--- src/rtl/vec_alu_sequencer.sv ---
// Sequences an L-element vector operation through an external combinational scalar ALU,
// one element per clock, and assembles the result vector plus per-element div-by-zero flags.
module vec_alu_sequencer #(
  parameter int unsigned N = 20,
  parameter int unsigned L = 4
) (
  input  logic           clk,
  input  logic           rst_n,
  input  logic           in_valid,
  output logic           in_ready,
  input  logic [L*N-1:0] in_a,
  input  logic [L*N-1:0] in_b,
  input  logic [2:0]     in_f,
  input  logic           in_bcast,
  output logic [N-1:0]   alu_a,
  output logic [N-1:0]   alu_b,
  output logic [2:0]     alu_f,
  input  logic [N-1:0]   alu_result,
  output logic           out_valid,
  input  logic           out_ready,
  output logic [L*N-1:0] out_result,
  output logic [L-1:0]   out_divz
);

  localparam int unsigned IdxW = $clog2(L);
  localparam logic [2:0]  OpDiv = 3'b100;

  typedef enum logic [1:0] {StIdle, StRun, StDone} state_e;

  state_e          state_q, state_d;
  logic [IdxW-1:0] idx_q, idx_d;
  logic [L*N-1:0]  a_q, a_d, b_q, b_d, result_q, result_d;
  logic [2:0]      f_q, f_d;
  logic            bcast_q, bcast_d;
  logic [L-1:0]    divz_q, divz_d;

  logic [N-1:0]    a_elem [L];
  logic [N-1:0]    b_elem [L];
  logic [N-1:0]    op_a, op_b;
  logic            last;

  for (genvar i = 0; i < L; i++) begin : g_unpack
    assign a_elem[i] = a_q[i*N +: N];
    assign b_elem[i] = b_q[i*N +: N];
  end

  assign op_a = a_elem[idx_q];
  assign op_b = bcast_q ? b_elem[0] : b_elem[idx_q];
  assign last = (idx_q == IdxW'(L - 1));

  always_ff @(posedge clk or negedge rst_n) begin
    if (!rst_n) begin
      state_q  <= StIdle;
      idx_q    <= '0;
      a_q      <= '0;
      b_q      <= '0;
      f_q      <= '0;
      bcast_q  <= 1'b0;
      result_q <= '0;
      divz_q   <= '0;
    end else begin
      state_q  <= state_d;
      idx_q    <= idx_d;
      a_q      <= a_d;
      b_q      <= b_d;
      f_q      <= f_d;
      bcast_q  <= bcast_d;
      result_q <= result_d;
      divz_q   <= divz_d;
    end
  end

  always_comb begin
    state_d = state_q;
    unique case (state_q)
      StIdle:  if (in_valid)  state_d = StRun;
      StRun:   if (last)      state_d = StDone;
      StDone:  if (out_ready) state_d = StIdle;
      default:                state_d = StIdle;
    endcase
  end

  // Datapath: operands latched on acceptance, one result element written per RUN edge.
  always_comb begin
    idx_d    = idx_q;
    a_d      = a_q;
    b_d      = b_q;
    f_d      = f_q;
    bcast_d  = bcast_q;
    result_d = result_q;
    divz_d   = divz_q;
    unique case (state_q)
      StIdle: begin
        if (in_valid) begin
          a_d     = in_a;
          b_d     = in_b;
          f_d     = in_f;
          bcast_d = in_bcast;
          idx_d   = '0;
          divz_d  = '0;
        end
      end
      StRun: begin
        for (int i = 0; i < L; i++) begin
          if (idx_q == IdxW'(i)) begin
            result_d[i*N +: N] = alu_result;
            divz_d[i]          = (f_q == OpDiv) && (op_b == '0);
          end
        end
        if (!last) idx_d = idx_q + 1'b1;
      end
      default: ;
    endcase
  end

  always_comb begin
    in_ready  = (state_q == StIdle);
    out_valid = (state_q == StDone);
    alu_a     = '0;
    alu_b     = '0;
    alu_f     = '0;
    if (state_q == StRun) begin
      alu_a = op_a;
      alu_b = op_b;
      alu_f = f_q;
    end
  end

  assign out_result = result_q;
  assign out_divz   = divz_q;

endmodule

--- config.mk ---
export PLATFORM = sky130hd
export DESIGN_NAME = vec_alu_sequencer
export DESIGN_NICKNAME = d
export VERILOG_FILES = /design/src/rtl/vec_alu_sequencer.sv
export SDC_FILE = /design/constraint.sdc
export NUM_CORES = 1
export LEC_CHECK = 0
export ABC_AREA = 1
export BUFFER_PORTS_ARGS = -buffer_cell sky130_fd_sc_hd__buf_2
export CAP_MARGIN = 25
export CORE_MARGIN = 1
export CORE_UTILIZATION = 52
export DETAILED_ROUTE_END_ITERATION = 8
export PLACE_DENSITY = 0.8
export SLEW_MARGIN = 20
export SYNTH_ARGS = -nofsm -noshare
export SYNTH_HDL_FRONTEND = slang
export SYNTH_SLANG_ARGS = --single-unit
--- constraint.sdc ---
create_clock -name clk -period 2.1 [get_ports clk]
set_input_delay 0.21 -clock clk [delete_from_list [all_inputs] [get_ports clk]]
set_output_delay 0.21 -clock clk [all_outputs]
set_load 0.01 [all_outputs]
# Word-level counts from Yosys, hierarchy flattened
# Cells that the tools add are included.
[word_totals]
ff_bits = 252
inputBits = 188
output_inout_bits = 129
word_cells = 69
[classes]
addsub = 1
n_lt_le_gt_ge = 1
n_eq_ne = 13
muxes = 23
bitwise = 1
n_reduce_logical = 16
[op_table]
columns = ["operator", "n"]
rows = [
  ["$mux 20", 7],
  ["$bmux 20 s2", 2],
  ["$logic_not 20->1", 1],
  ["$reduce_and 3->1", 6],
  ["$ne 2x2->1 const B", 6],
  ["$mux 2", 5],
  ["$reduce_and 2->1", 5],
  ["$pmux 4 s2", 1],
  ["$eq 2x2->1 const B", 3],
  ["$pmux 2 s3", 1],
  ["$eq 2x1->1 const B", 2],
  ["$logic_not 2->1", 2],
  ["$mux 1", 4],
  ["$mux 4", 1],
  ["$pmux 2 s2", 1],
  ["$eq 3x3->1 const B", 1],
  ["$ge 3x3->1 const B", 1],
  ["$mux 3", 1],
  ["$not 2->3", 1],
  ["$add 2x1->2 const B", 1],
  ["$ne 2x1->1 const B", 1],
  ["$reduce_bool 2->1", 1],
  ["$logic_and 1x1->1", 1],
]

# Depth between registers and ports, before layout
# Gate-level depths: netlist of the first run.
[depth]
ltp_word = 9
mapped_depth = 13
ltp_nobuf = 11

# Worst setup path after synthesis of the first run
# No wires, ideal clock.
[synth_timing]
path_kind = "register -> register"
startpoint = "register idx_q[1]"
endpoint = "register result_q[0] (netlist: out_result[0])"
setup_ns = 0.130
arrival_ns = 1.720
required_time_ns = 1.970
path_slack_ns = 0.250
path_stages_with_launch = 10
path_buffers = 4
period_less_slack_ns = 1.850
cell_sequence = "dfrtp_1 -> buf_4 -> inv_2 -> buf_2 -> buf_1 -> ha_1 -> nand2_1 -> clkbuf_1 -> nand2_1 -> o21ai_0"
[synth_via]
elab_chain_cells = 2
[synth_lines]
columns = ["item", "line_no", "text"]
rows = [
  ["start: declaration", "31", "logic [IdxW-1:0] idx_q, idx_d;"],
  ["start signal: assignment", "63", "idx_q <= idx_d;"],
  ["$logic_not 2->1", "105", "if (idx_q == IdxW'(i)) begin"],
  ["$reduce_and 2->1 (no source line)", "n/a", ""],
  ["end signal: assignment", "68", "result_q <= result_d;"],
  ["end: declaration", "32", "logic [L*N-1:0] a_q, a_d, b_q, b_d, result_q, result_d;"],
]
# No other way between the ends.
# A chain may end at the register's enable or synchronous reset.

# Final worst setup path of the first run
[layout_timing]
startpoint = "register idx_q[0]"
endpoint = "output alu_b[6]"
[layout_via]
elab_chain_cells = 6
[layout_lines]
columns = ["item", "line_no", "text"]
rows = [
  ["$not 2->3 (implied by the code)", "48", "assign op_b = bcast_q ? b_elem[0] : b_elem[idx_q];"],
  ["$bmux 20 s2", "48", ""],
  ["$mux 20 (implied by the code) (2 in series)", "48", ""],
  ["$mux 20", "48", ""],
  ["$mux 20", "122", "if (state_q == StRun) begin"],
  ["end: declaration", "16", "output logic [N-1:0] alu_b,"],
]
# No other way between the ends. The select of a mux whose other input is x is not followed.

==> summary.txt, run 1 <==
CTS tree: done
Starting Density: 52.9%
router iterations before antenna repair: 6
clk_skew: 0.00877 ns
Root Driver: clkbuf_16
Cell Chain, Critical Path: buf_12 -> buf_8 -> clkbuf_16 -> nand2_2 -> nand2_2 -> nand3_1 -> nand2_1 -> nor2_1 -> buf_2
clk sinks: 252
Seq/Total Area, Yosys: 56.9%
synth cell count leaders: 596 x nand2_1, 252 x dfrtp_1, 188 x o21ai_0, 127 x nor2_1, 79 x inv_1
crit-path most repeated cell: nand2_2
num rows: 53
Total GRT Usage: 33.8%
pin count of the biggest net entering global routing: 81
crit path max fanout: 5
drt drc: 0
final-report max-slew violation count: 0
Netlist cell types: 18
Arr. time, crit path: 2.07 ns
Final WS setup: -0.179 ns
RePlAce Congestion: 0.894
worst slew pin tran: 0.820 ns
die height: 148 um
Startpoint Class: flop
Mean Syn Cell Area: 7.88 sq um
synth warn: 0
pwr dens: 1570 nW/um^2
area leader, netlist: dfrtp_1
Post-synth EDFFs: 0
relative slew slack: 45.3%
CTS Buffer Depth: 3
drt initial violations: 1,201
core region area: 21,000 sq um
Final min period: 2.28 ns
R2R setup slack: 0.12 ns
Via density: 5.49
Synth async-reset ratio: 100%
Final ANT Viol Nets: 0
critical path's top delay family: buffers and inverters
worst path required time: 1.89 ns
Worst-path clk slew: 0.06 ns
input/output buffers: 316
routed len/inst: 18.2 um
Yosys reg bits: 252
total number of vias: 12,000
Final HPWL DP: 21.4 mm
ys flop type: dfrtp_1
area grow syn2layout: 47.6%
top cell type's share of synthesized area: 56.9%
post-route clock period utilization: 109%
critical path endpoint category: output port
hold crit path type: in2reg
Final Hold Fails: 0
Leakage: 8.63 nW
Max-Cap Viols: 0
vias in the first global route: 11,500
fin cells: 2,188
nets@finish: 2,086
post-synth net total: 1,600
slowest library cell on the worst path: dfrtp_2
# setup viols final: 36
Num CTS Buffers: 27
number of instances in the placed design: 1,945
status: finished, violations left
final WL: 39.8 mm
RSZ-0062 raised after global routing: yes
Top Ports: 317
synthesized cell area: 11,100 sq um
initial antenna violation count: 2
Area contributors post-synth: dfrtp_1 57%, nand2_1 20%, o21ai_0 8.5%
gr ovfl total: 0
kind of critical path: reg2out
Place WS: 0.261 ns
fmax: 439 MHz
slowest stage delay, CP: 0.47 ns
first-pass GRT wire length: 58.2 mm
chip width: 148 um
Synth Instances: 1,408
most common cell in the synthesized netlist: nand2_1
worst skew pair latency: 0.53 ns
Buf+Inv Stages, Crit Path: 4
H-tree depth: 1
failing checks: negative setup slack
layout cell share with drive strength beyond 1: 26.5%
die area: 21,900 sq um
Max VDD drop: 1.04 mV
[where the power goes]
part,internal [mW],switching (mW),total (mW),leakage (nW)
sequential,7.19,1.29,8.48,3.11
clock,2.76,1.97,4.74,0.420
combinational,4.75,7.69,12.4,5.09
total,14.7,11.0,25.7,8.63
[stage by stage]
step / cell area (sq um) / hold slack, ns / setup TNS (ns) / power [mW] / util (%)
floorplan: 11100 / -0.0856 / 0 / 14.5 / -
global placement: 13000 / 0.121 / 0 / 17.8 / 62.1
detailed placement: 13000 / 0.118 / 0 / 18.1 / 62.1
CTS: 15700 / 0.00285 / -0.716 / 23.3 / 74.7
global route: 16400 / 0.0292 / -5.44 / 27.2 / 78.1
finish: 16400 / 0.0173 / -3.00 / 25.7 / 78.1
[worst register-to-register path, delay by kind of cell (launching register included)]
family / cells / cell delay [ns]
AND/OR/NAND/NOR: 7 / 0.80
flip-flops: 1 / 0.47
buffers and inverters: 2 / 0.29
AO/OA/AOI/OAI: 2 / 0.33
[path summary, 6_finish.rpt]
path,start,endpoint,cells after the start
min in group asynchronous,rst_n,b_q[46],2
setup / recovery,idx_q[0],alu_b[6],9
hold reg to reg,a_q[22],a_q[22],2
max in group asynchronous,rst_n,out_result[44],3
hold / removal,alu_result[18],out_result[58],3
setup reg to reg,idx_q[0],out_divz[0],11
[metal layers]
metal / global-route usage (%) / routed length, um
met1: 41.9 / 14600
met3: 5.34 / 3670
met5: 0 / 0
met2: 56.7 / 19000
met4: 18.6 / 2520
[repair_timing]
action | CTS | global route
hold buffers | 173 | 0
buffers inserted | 0 | 12
resized for setup | 18 | 134
pin swaps | 0 | 70
gates cloned | 0 | 10
endpoints found under the hold margin | 430 | 0
endpoints found under the setup margin | 40 | 40
[final cells by class]
class | instances | area [sq um]
Clock inverter | 12 | 123
Sequential cell | 252 | 6310
Clock buffer | 34 | 752
Inverter | 81 | 319
Fill cell | 1300 | 4590
Tap cell | 275 | 344
Multi-Input combinational cell | 991 | 4470
Timing Repair Buffer | 541 | 4050
Antenna cell | 2 | 5.00
[layout by cell type (no fill, tap or decap), drive strengths merged]
cell type,instances
a21oi,26
buf,362
bufinv,2
clkbuf,40
clkinv,6
clkinvlp,5
dfrtp,252
diode,2
dlygate4sd3,173
ha,4
inv,80
nand2,596
nand3,44
nand4,1
nor2,129
o21ai,190
o31ai,1
[cells by family after synthesis]
logic type	count (synthesis)	synth area share, %
and+or+nand+nor	770	26.6
DFF	252	56.9
AOI/OAI and AO/OA	217	9.81
buffers and inverters	165	6.26
adders and majority gates	4	0.451
[sequential cells by signal, indices dropped and copies added, names as in the netlist]
name and count:
bcast_q 1, state_q 2, a_q 80, out_divz 4, b_q 80, f_q 3, out_result 80, idx_q 2
No activity file was read; power rests on OpenSTA's default activity.
==> run 2, diff against run 1 <==
--- a/config.mk
+++ b/config.mk
@@ -6,12 +6,12 @@
 export NUM_CORES = 1
 export LEC_CHECK = 0
 export ABC_AREA = 1
-export BUFFER_PORTS_ARGS = -buffer_cell sky130_fd_sc_hd__buf_2
 export CAP_MARGIN = 25
 export CORE_MARGIN = 1
-export CORE_UTILIZATION = 52
+export CORE_UTILIZATION = 53
 export DETAILED_ROUTE_END_ITERATION = 8
-export PLACE_DENSITY = 0.8
+export DONT_BUFFER_PORTS = 1
+export PLACE_DENSITY = 0.68
 export SLEW_MARGIN = 20
 export SYNTH_ARGS = -nofsm -noshare
 export SYNTH_HDL_FRONTEND = slang
==> run 2 against run 1 <==
Against the previous run: the run ends with negative hold slack, negative setup slack left; utilization shrank 7.6 points; non-clock buffer count shrank 315; register-to-register slack gained 0.10 ns; via count shrank 17%; sequential share of layout area grew 5.4 points; clock-buffer cell count grew 5; sequential cell count is the same; critical endpoint is now alu_b[18]; final cell count shrank 15%; power shrank 12%.
==> summary.txt, run 2 (synthesis gave the netlist of run 1 again) <==
die area: 21,500 sq um (-1.9%)
# hold bufs at CTS: 185 (+6.9%)
initial antenna violation count: 0 (-2)
worst path required time: 1.89 ns (about the same)
Starting Density: 54.5% (+1.5 points)
hold crit path type: in2async
RSZ-0062 raised after global routing: yes
Final ANT Viol Nets: 0 (unchanged)
vias in the first global route: 10,000 (-13%)
input/output buffers: 0 (-100%)
die height: 147 um (-0.94%)
number of instances in the placed design: 1,629 (-16%)
Total GRT Usage: 30.1% (-3.7 points)
pin count of the biggest net entering global routing: 253 (+210%)
Num CTS Buffers: 27 (unchanged)
Worst-path clk slew: 0.06 ns (about the same)
crit-path most repeated cell: nand2_1
nets@finish: 1,771 (-15%)
fin cells: 1,869 (-15%)
area grow syn2layout: 29.5%
Design Area, Final: 14,400 sq um (-12%)
kind of critical path: reg2out
worst slew pin tran: 0.686 ns (-0.134 ns)
critical path's top delay family: flip-flops
Final Hold Fails: 252 (+252)
area post-placement: 11,400 sq um (-12%)
commonest non-fill, non-tap cell in the layout: nand2_1
total negative setup slack: -0.0969 ns (+2.90 ns)
utilization after layout: 70.6% (-7.6 points)
Cell Chain, Critical Path: clkbuf_2 -> nor2_4 -> buf_4 -> nand2_1 -> o21ai_0 -> nand2_1 -> a21oi_1
relative slew slack: 54.3% (+9.0 points)
# setup viols final: 4 (-89%)
Arr. time, crit path: 1.94 ns (-0.13 ns)
status: finished, violations left
drt drc: 0 (unchanged)
chip width: 147 um (-0.94%)
commonest cells after routing, fill and taps aside: 594 x nand2_1, 250 x dfrtp_1, 185 x dlygate4sd3_1, 170 x o21ai_0, 121 x nor2_1
critical path endpoint category: output port
num rows: 52 (-1.9%)
first-pass GRT wire length: 51.5 mm (-12%)
routed len/inst: 17.3 um (-5.1%)
Startpoint Class: flop
gr ovfl total: 0 (unchanged)
clk sinks: 252 (unchanged)
clk_skew: 0.00721 ns (-0.00156 ns)
H-tree depth: 1 (unchanged)
CTS tree: done
Top Ports: 317 (unchanged)
crit path max fanout: 6 (+1)
post-route clock period utilization: 102% (-6.3 points)
core region area: 20,400 sq um (-2.8%)
layout cell share with drive strength beyond 1: 7.38% (-19 points)
slowest stage delay, CP: 0.40 ns (-0.07 ns)
total number of vias: 10,000 (-17%)
Final HPWL DP: 19.6 mm (-8.3%)
hold slack final: -0.620 ns (-0.637 ns)
Root Driver: clkbuf_16
Buf+Inv Stages, Crit Path: 2 (-2)
Via density: 5.36 (-2.5%)
RePlAce Congestion: 0.884 (-1.1%)
Leakage: 7.16 nW (-17%)
Max-Cap Viols: 0 (unchanged)
failing checks: negative hold slack, negative setup slack
final-report max-slew violation count: 0 (unchanged)
fill cell count: 1,554 (+20%)
router iterations before antenna repair: 5 (-1)
pwr dens: 1580 nW/um^2 (+0.53%)
final WL: 32.3 mm (-19%)
Final min period: 2.15 ns (-0.132 ns)
worst skew pair latency: 0.53 ns (about the same)
drt initial violations: 711 (-41%)
Final WS setup: -0.0462 ns (+0.132 ns)
slowest library cell on the worst path: dfrtp_2
fmax: 466 MHz (+6.2%)
Max VDD drop: 0.895 mV (-14%)
CTS Buffer Depth: 3 (unchanged)
## run 2: layout make-up
class,count,area (sq um),area share (%)
Antenna cell,1,2.50,0.0174
Clock inverter,9,128,0.888
Timing Repair Buffer,226,2300,16.0
Tap cell,270,338,2.35
Inverter,81,319,2.22
Multi-Input combinational cell,991,4200,29.2
Clock buffer,39,771,5.36
Sequential cell,252,6310,43.9
## run 2: timing repair
action / 4_1_cts / 5_1_grt
setup buffers: 0 / 6
gates resized for setup: 25 / 42
endpoints found under the setup margin: 40 / 35
pin swaps: 0 / 11
endpoints found under the hold margin: 497 / 252
## run 2: worst paths after layout
check / startpoint / to / slack (ns) / cells after the start
setup / recovery: idx_q[1] / alu_b[18] / -0.05 / 7
hold / removal: rst_n / out_result[64] / -0.62 / 0
setup reg to reg: idx_q[0] / out_divz[1] / 0.22 / 11
hold reg to reg: a_q[38] / a_q[38] / 0.47 / 2
max in group asynchronous: rst_n / idx_q[1] / 2.18 / 0
min in group clk: in_valid / b_q[2] / 0.08 / 4
## run 2: stage by stage
stage / hold slack [ns] / setup WS [ns] / power [mW]
detailed placement: -0.0811 / 0.232 / 16.8
CTS: -0.639 / -0.0597 / 22.2
global placement: -0.0810 / 0.277 / 16.6
floorplan: -0.0856 / 0.250 / 14.5
finish: -0.620 / -0.0462 / 22.6
global route: -0.636 / -0.155 / 24.3
## run 2: layer usage
metal,wire length [um],GRT usage [%],vias to the layer above
met5,0,0,-
met4,1450,14.1,0
met3,3010,7.19,103
met2,15200,48.2,523
met1,12700,38.5,4681
li1,-,-,4710
## run 2: where the power goes
| group | leakage (nW) | internal (mW) | switching, mW |
|---|---|---|---|
| combinational | 3.60 | 3.11 | 5.83 |
| clock | 0.444 | 2.91 | 1.90 |
| sequential | 3.11 | 7.19 | 1.69 |
## run 2: worst reg2reg max path, cell delays in order, from the launching register on
cell     delay (ns)
dfrtp_2        0.43
buf_6          0.29
nand2_1        0.13
nand3_1        0.10
nand3_1        0.07
nand2_1        0.11
nand2_1        0.06
nor2_1         0.13
nand2_1        0.09
nor2_2         0.20
nand3_1        0.11
nand2_1        0.07
